`src/rtl/mil_bc_seq.sv`:
```
// MIL-STD-1553 bus-controller message sequencer: sends command and data words through MIL_TXD,
// then collects the RT status word and any RT data words from MIL_RXD into the data buffer.
module mil_bc_seq #(
   parameter int RESP_TO = 2000,
   parameter int WORD_TO = 1100
) (
   input  logic        clk,
   input  logic        rst,
   input  logic        start,
   input  logic [4:0]  rt_addr,
   input  logic        tr,
   input  logic [4:0]  sub_addr,
   input  logic [4:0]  wcnt,
   output logic        busy,
   output logic        done,
   output logic [1:0]  err,
   output logic [15:0] stat_wd,
   output logic [4:0]  buf_ra,
   input  logic [15:0] buf_rd,
   output logic        buf_we,
   output logic [4:0]  buf_wa,
   output logic [15:0] buf_wd,
   output logic        txen,
   output logic [15:0] dat,
   output logic        tx_cw,
   input  logic        tx_busy,
   input  logic        ok_rx,
   input  logic [15:0] sr_dat,
   input  logic        CW_DW
);

   localparam int TMAX = (RESP_TO > WORD_TO) ? RESP_TO : WORD_TO;
   localparam int TW   = $clog2(TMAX + 1);

   typedef enum logic [3:0] {
      IDLE,
      CW_TX,
      CW_WAIT,
      DW_FETCH,
      DW_TX,
      DW_WAIT,
      SW_WAIT,
      RX_DW,
      FIN
   } state_t;

   state_t        state;
   logic [4:0]    rt_q;
   logic [4:0]    sub_q;
   logic [4:0]    wcnt_q;
   logic          tr_q;
   logic [5:0]    n_q;
   logic [5:0]    idx;
   logic [TW-1:0] timer;
   logic          seen_busy;

   always_ff @(posedge clk) begin
      if (rst) begin
         state     <= IDLE;
         busy      <= 1'b0;
         done      <= 1'b0;
         err       <= '0;
         stat_wd   <= '0;
         buf_ra    <= '0;
         buf_we    <= 1'b0;
         buf_wa    <= '0;
         buf_wd    <= '0;
         txen      <= 1'b0;
         dat       <= '0;
         tx_cw     <= 1'b0;
         rt_q      <= '0;
         sub_q     <= '0;
         wcnt_q    <= '0;
         tr_q      <= 1'b0;
         n_q       <= '0;
         idx       <= '0;
         timer     <= '0;
         seen_busy <= 1'b0;
      end else begin
         txen   <= 1'b0;
         buf_we <= 1'b0;
         case (state)
            IDLE: begin
               if (start) begin
                  rt_q   <= rt_addr;
                  tr_q   <= tr;
                  sub_q  <= sub_addr;
                  wcnt_q <= wcnt;
                  n_q    <= (wcnt == 5'd0) ? 6'd32 : {1'b0, wcnt};
                  idx    <= '0;
                  busy   <= 1'b1;
                  err    <= '0;
                  state  <= CW_TX;
               end
            end
            CW_TX: begin
               dat       <= {rt_q, tr_q, sub_q, wcnt_q};
               tx_cw     <= 1'b1;
               txen      <= 1'b1;
               seen_busy <= 1'b0;
               state     <= CW_WAIT;
            end
            // a word is finished only after tx_busy has been seen high and then low
            CW_WAIT, DW_WAIT: begin
               if (tx_busy) begin
                  seen_busy <= 1'b1;
               end else if (seen_busy) begin
                  if (!tr_q && (idx < n_q)) begin
                     buf_ra <= idx[4:0];
                     state  <= DW_FETCH;
                  end else begin
                     timer <= TW'(RESP_TO);
                     state <= SW_WAIT;
                  end
               end
            end
            DW_FETCH: begin
               state <= DW_TX;
            end
            DW_TX: begin
               dat       <= buf_rd;
               tx_cw     <= 1'b0;
               txen      <= 1'b1;
               idx       <= idx + 6'd1;
               seen_busy <= 1'b0;
               state     <= DW_WAIT;
            end
            // ok_rx is tested before the timer so a word arriving on the expiry cycle is accepted
            SW_WAIT: begin
               if (ok_rx) begin
                  if (!CW_DW) begin
                     err   <= 2'd3;
                     done  <= 1'b1;
                     busy  <= 1'b0;
                     state <= FIN;
                  end else begin
                     stat_wd <= sr_dat;
                     if (sr_dat[15:11] != rt_q) begin
                        err   <= 2'd2;
                        done  <= 1'b1;
                        busy  <= 1'b0;
                        state <= FIN;
                     end else if (tr_q) begin
                        timer <= TW'(WORD_TO);
                        state <= RX_DW;
                     end else begin
                        err   <= 2'd0;
                        done  <= 1'b1;
                        busy  <= 1'b0;
                        state <= FIN;
                     end
                  end
               end else if (timer == '0) begin
                  err   <= 2'd1;
                  done  <= 1'b1;
                  busy  <= 1'b0;
                  state <= FIN;
               end else begin
                  timer <= timer - TW'(1);
               end
            end
            RX_DW: begin
               if (ok_rx) begin
                  if (CW_DW) begin
                     err   <= 2'd3;
                     done  <= 1'b1;
                     busy  <= 1'b0;
                     state <= FIN;
                  end else begin
                     buf_we <= 1'b1;
                     buf_wa <= idx[4:0];
                     buf_wd <= sr_dat;
                     idx    <= idx + 6'd1;
                     timer  <= TW'(WORD_TO);
                     if (idx + 6'd1 == n_q) begin
                        err   <= 2'd0;
                        done  <= 1'b1;
                        busy  <= 1'b0;
                        state <= FIN;
                     end
                  end
               end else if (timer == '0) begin
                  err   <= 2'd1;
                  done  <= 1'b1;
                  busy  <= 1'b0;
                  state <= FIN;
               end else begin
                  timer <= timer - TW'(1);
               end
            end
            FIN: begin
               done  <= 1'b0;
               state <= IDLE;
            end
            default: begin
               state <= IDLE;
            end
         endcase
      end
   end

endmodule

```
`config.mk`:
```
export PLATFORM = sky130hd
export DESIGN_NAME = mil_bc_seq
export DESIGN_NICKNAME = d
export VERILOG_FILES = /design/src/rtl/mil_bc_seq.sv
export SDC_FILE = /design/constraint.sdc
export NUM_CORES = 1
export LEC_CHECK = 0
export CAP_MARGIN = 20
export CORE_AREA = 10 10 116 118
export DETAILED_ROUTE_END_ITERATION = 12
export DIE_AREA = 0 0 126 128
export GPL_ROUTABILITY_DRIVEN = 0
export PLACE_DENSITY = 0.76
export SYNTH_ARGS = -nofsm -noshare
export SYNTH_HDL_FRONTEND = slang
export SYNTH_SLANG_ARGS = --single-unit
```
`constraint.sdc`:
```
create_clock -name clk -period 3 [get_ports clk]
set_clock_uncertainty 0.05 [all_clocks]
set_input_delay 0.45 -clock clk [delete_from_list [all_inputs] [get_ports clk]]
set_output_delay 0.45 -clock clk [all_outputs]
set_load 0.01 [all_outputs]
```
* Word level (Yosys, flattened, before mapping) *
Cells that the tools add are included.

word-level totals
  word-level logic and storage cells = 138
  output and inout port bits = 65
  input bits = 54
  register bits = 109

cells by class
  reductions and logical operators = 24
  eq/ne operators = 23
  add/subtract/negate cells = 2
  bitwise logic cells = 4
  order comparisons = 1
  muxes and demuxes = 64

operators by type and width
  kind                                                                    count
  11-bit 2-to-1 mux                                                       10
  4-bit 2-to-1 mux                                                        11
  11-bit case mux with 3 select lines                                     1
  16-bit case mux with 2 select lines                                     1
  4-bit case mux with 7 select lines                                      1
  6-bit 2-to-1 mux                                                        4
  1-bit 2-to-1 mux                                                        20
  2-bit 2-to-1 mux                                                        9
  6-bit case mux with 3 select lines                                      1
  4-bit by 3-bit equality test with 1-bit output (second input constant)  4
  4-bit AND reduction                                                     4
  2-bit != test (second input constant)                                   7
  3-bit != test (second input constant)                                   4
  3-bit nonzero test                                                      4
  11-bit logical NOT                                                      1
  11-bit by 1-bit subtractor with 11-bit output (second input constant)   1
  3-bit AND reduction                                                     3
  4-bit by 2-bit equality test with 1-bit output (second input constant)  2
  8-bit AND reduction                                                     1
  6-bit by 1-bit adder with 6-bit output (second input constant)          1
  6-bit equality test                                                     1
  6-bit < comparator                                                      1
  1-bit case mux with 3 select lines                                      2
  2-bit case mux with 3 select lines                                      1
  other kinds (16)                                                        23

* Longest topological paths before layout *
  word-level depth = 6
  depth in mapped cells = 8
  mapped depth without buffers = 8

* Worst setup path before layout *
Ideal clock, no wire load.

  path type = flip-flop to flip-flop
  start = register n_q[5]
  end = register timer[4]
  period minus slack after synthesis = 2.101 ns
  library setup time = 0.120 ns
  path buffers = 0
  data required time = 2.830 ns
  data arrival time = 1.932 ns
  setup slack = 0.899 ns
  stages on the path, launching flop included = 8
  path through = dfxtp_1 inv_1 ha_1 a211o_1 o41a_1 nand3_2 nor2_4 a211o_1

on the way
  cells in the longest elaborated chain, start to end = 4

RTL lines
  item                                  RTL line  RTL
  start: declaration                    52        logic [5:0] n_q;
  start signal: assignment              89        n_q <= (wcnt == 5'd0) ? 6'd32 : {1'b0, wcnt};
  6-bit < comparator                    108       if (!tr_q && (idx < n_q)) begin
  1-bit logical AND                     108
  2-bit != test (no source line)        n/a
  8-bit AND reduction (no source line)  n/a
  end signal: assignment                112       timer <= TW'(RESP_TO);
  end signal: assignment                144       timer <= TW'(WORD_TO);
  end signal: assignment                159       timer <= timer - TW'(1);
  end: declaration                      54        logic [TW-1:0] timer;

Every way passes these cells.
A chain may end at the register's enable or synchronous reset.

* Worst setup path after layout *
  start = register idx[0]
  end = register timer[8]

on the way
  cells in the longest elaborated chain, start to end = 4

RTL lines
  item                                  RTL line  RTL
  start: declaration                    53        logic [5:0] idx;
  start signal: assignment              124       idx <= idx + 6'd1;
  start signal: assignment              173       idx <= idx + 6'd1;
  6-bit < comparator                    108
  1-bit logical AND                     108
  2-bit != test (no source line)        n/a
  8-bit AND reduction (no source line)  n/a

Every way passes these cells.

==> impl_metrics.json <==
{
  "status": "completed",
  "path_buf_inv": 1,
  "whs_path_depth": 2,
  "pre_cts_ws_ns": 0.398,
  "core_mm2": 0.0112,
  "antenna_found_initial": 0,
  "die_area_mm2": 0.0161,
  "ys_types": 69,
  "cap_violations": 0,
  "worstPathCellList": "inv_1 > ha_1 > nand2b_1 > a21oi_1 > o41a_1 > nand3_2 > or3_2 > o311ai_2",
  "relSlewSlack_pct": 52.9,
  "muxShareOfSynthArea_pct": 1.01,
  "finalCritPeriodShare_pct": 83.9,
  "hpwlAfterDp_mm": 10.8,
  "r2r_slack_ns": 0.48,
  "syn_area_mm2": 0.00494,
  "setup_viol": 0,
  "p_leak_nw": 2.40,
  "layout_setup_ws_ns": 0.483,
  "cp-end-kind": "register",
  "cts_resized": 0,
  "critPathArrivalTime_ns": 2.71,
  "hp-class": "register to register",
  "rows": 39,
  "worstSetupPathType": "register to register",
  "synth_edf_count": 0,
  "routed_wl_mm": 14.9,
  "hold_ws_ns": 0.407,
  "htree_levels": 3,
  "clk_pin_slew_worst_paths_ns": 0.07,
  "ff2ff_path_depth": 8,
  "grt_max_degree": 56,
  "hold_path.startpoint": "sub_q[1]",
  "critPathTopFamily": "simple AND/OR/NAND/NOR gates",
  "hold_viol_final": 0,
  "grt_pass1_vias": 4877,
  "worstReg2RegStart": "idx[0]",
  "start_kind": "register",
  "antenna_left": 0,
  "cp_max_fo": 8,
  "final_util_pct": 58.2,
  "period_needed_ns": 2.52,
  "async_flop_share_pct": 0,
  "overflow": 0,
  "clock_path_buffers": 2,
  "synth_fp_nets": 666,
  "p_per_area_mw_per_mm2": 710,
  "cts_buffers": 9,
  "port_buffers": 118,
  "synth_ff_type": "dfxtp_1",
  "postCtsSetupBuffers": 0,
  "clock_sinks": 109,
  "synth_top_family_by_area": "simple AND/OR/NAND/NOR gates",
  "drt-pass1-iter-count": 5,
  "clk_latency_ns": 0.34,
  "synthCells": 604,
  "io_pins": 119,
  "fin_tns_setup_ns": 0,
  "cts_tree": "done",
  "drive_above_1_share_pct": 7.72,
  "report.final.slew_viol_count": 0,
  "worstMarginPinSlew_ns": 0.704,
  "post_drt_wl_per_cell_um": 17.4,
  "yosysSeqAreaShare_pct": 44.2,
  "peakVddDrop_uv": 420,
  "avgSynthCellArea_um2": 8.18,
  "rsz0062_at_grt": "false",
  "synthSimpleGateAreaFrac_pct": 24.4,
  "fp.dieH_um": 128,
  "synthAdderAreaFrac_pct": 2.03,
  "insertedDiodeCount": 0,
  "die_w_um": 126,
  "areaGrowthSynthToFinish_pct": 32.3,
  "fmax_mhz": 397,
  "ys_warn_count": 0,
  "reg2reg_to": "timer[8]",
  "drt_iter0_drc": 409,
  "critPathMaxStageDelay_ns": 0.54,
  "fin_nets": 769,
  "initial_core_util_pct": 44.0,
  "worstPathRequired_ns": 3.20,
  "crit_slowest_cell": "dfxtp_1",
  "grt_pass1_wl_mm": 24.2,
  "num_vias": 4735,
  "cts-root-buf": "clkbuf_16",
  "ys_ff_latch": 109,
  "grtUsageTotal_pct": 17.7,
  "synth_compound_area_share_pct": 21.7,
  "vias_per_cell": 5.54,
  "remaining_drc_errors": 0,
  "synth_xor_area_share_pct": 1.77,
  "hold_buffers": 0,
  "holdPathEnd": "sub_q[1]"
}
final cells by class:
class                      instances  area (um2)
clock buffer                      10         229
clock inverter                     6        86.3
fill                            1014        4690
inverter                          18        67.6
multi-input combinational        439        2520
sequential                       109        2180
tap                              143         179
timing repair buffer             130        1270
kinds of logic after synthesis:
logic type | count (synthesis)
adder cells (fa/ha/maj) | 8
XOR/XNOR | 10
flip-flops | 109
multiplexers | 5
buffers and inverters | 56
AO/OA/AOI/OAI | 166
AND/OR/NAND/NOR | 250
registers in the layout, indices dropped and copies added, names as in the netlist:
signal and count:
busy 1, rt_q 5, done 1, seen_busy 1, buf_we 1, tr_q 1
buf_ra 5, err 2, timer 11, wcnt_q 5, dat 16, buf_wa 5
sub_q 5, state 4, tx_cw 1, stat_wd 16, buf_wd 16, n_q 6
idx 6, txen 1
worst min-delay path: stages (launching register included):
cell,delay (ns)
dfxtp_1,0.31
nand2_1,0.05
a21oi_1,0.05
synth_stat cells (all sizes together), types with 2 or more instances:
master	n	area share, %
nand2	139	11
dfxtp	109	44
a21oi	91	9.3
nor2	33	2.7
clkbuf	21	1.6
inv	18	1.4
a22oi	17	2.6
buf	17	2.0
nor3	13	1.5
nand3	12	1.3
a31oi	10	1.3
o21ai	9	0.91
ha	8	2.0
nand2b	8	1.1
xor2	7	1.2
and3	6	0.79
nand4	6	0.76
nor4	6	1.1
or3	6	0.84
mux2i	5	1.0
a211oi	4	0.61
a22o	4	0.71
nor2b	4	0.51
or2	4	0.51
a21o	3	0.46
o211ai	3	0.46
o21a	3	0.61
o311ai	3	0.99
o31ai	3	0.46
xnor2	3	0.53
a211o	2	0.35
a311oi	2	0.71
and2	2	0.25
nand3b	2	0.30
nand4b	2	0.66
nor3b	2	0.41
o41ai	2	0.35
per-layer routing:
| layer | vias to the layer above | track usage, % | share of wire [%] |
|---|---|---|---|
| met3 | 24 | 6.66 | 7.9 |
| met5 | - | 0 | 0 |
| met2 | 150 | 30.8 | 50 |
| li1 | 2319 | - | - |
| met4 | 0 | 5.36 | 1.3 |
| met1 | 2242 | 19.6 | 40 |
cells in the final DEF, fill, tap and decap left out, types with 5 or more instances in the layout:
cell	netlist	routed
dfxtp_1	109	109
a31oi_1	10	10
o21ai_0	7	7
xor2_1	7	7
nand4_1	6	6
nand2b_1	7	7
and3_1	5	5
nand3_1	11	11
inv_1	18	18
nor2_1	31	31
buf_4	4	13
a22oi_1	17	17
ha_1	8	8
clkdlybuf4s50_1	0	117
nand2_1	139	139
clkbuf_16	0	9
mux2i_1	5	5
nor3_1	11	11
a21oi_1	90	90
worst max path at each step:
stage | start | depth (start not counted) | to
after global routing | idx[0] | 8 | timer[8]
after detailed placement | sr_dat[11] | 7 | timer[10]
final | idx[0] | 8 | timer[8]
after floorplan | n_q[5] | 7 | timer[4]
after CTS | idx[0] | 8 | timer[8]
after global placement | sr_dat[11] | 7 | timer[10]
stage by stage:
stage                     total power [mW]  instances  cell area [um2]
after global routing                  4.89        855             6540
after detailed placement              3.38        839             6220
after CTS                             4.64        855             6540
final                                 4.64        855             6540
after floorplan                       2.88        604             4940
after global placement                3.31        838             6210
power by group:
part / internal (mW) / leakage (nW) / total [mW] / switching (mW)
Combinational: 0.658 / 1.36 / 1.53 / 0.877
Clock: 0.733 / 0.153 / 1.27 / 0.535
Sequential: 1.63 / 0.884 / 1.84 / 0.207
Power figures use the tool's default switching activity.
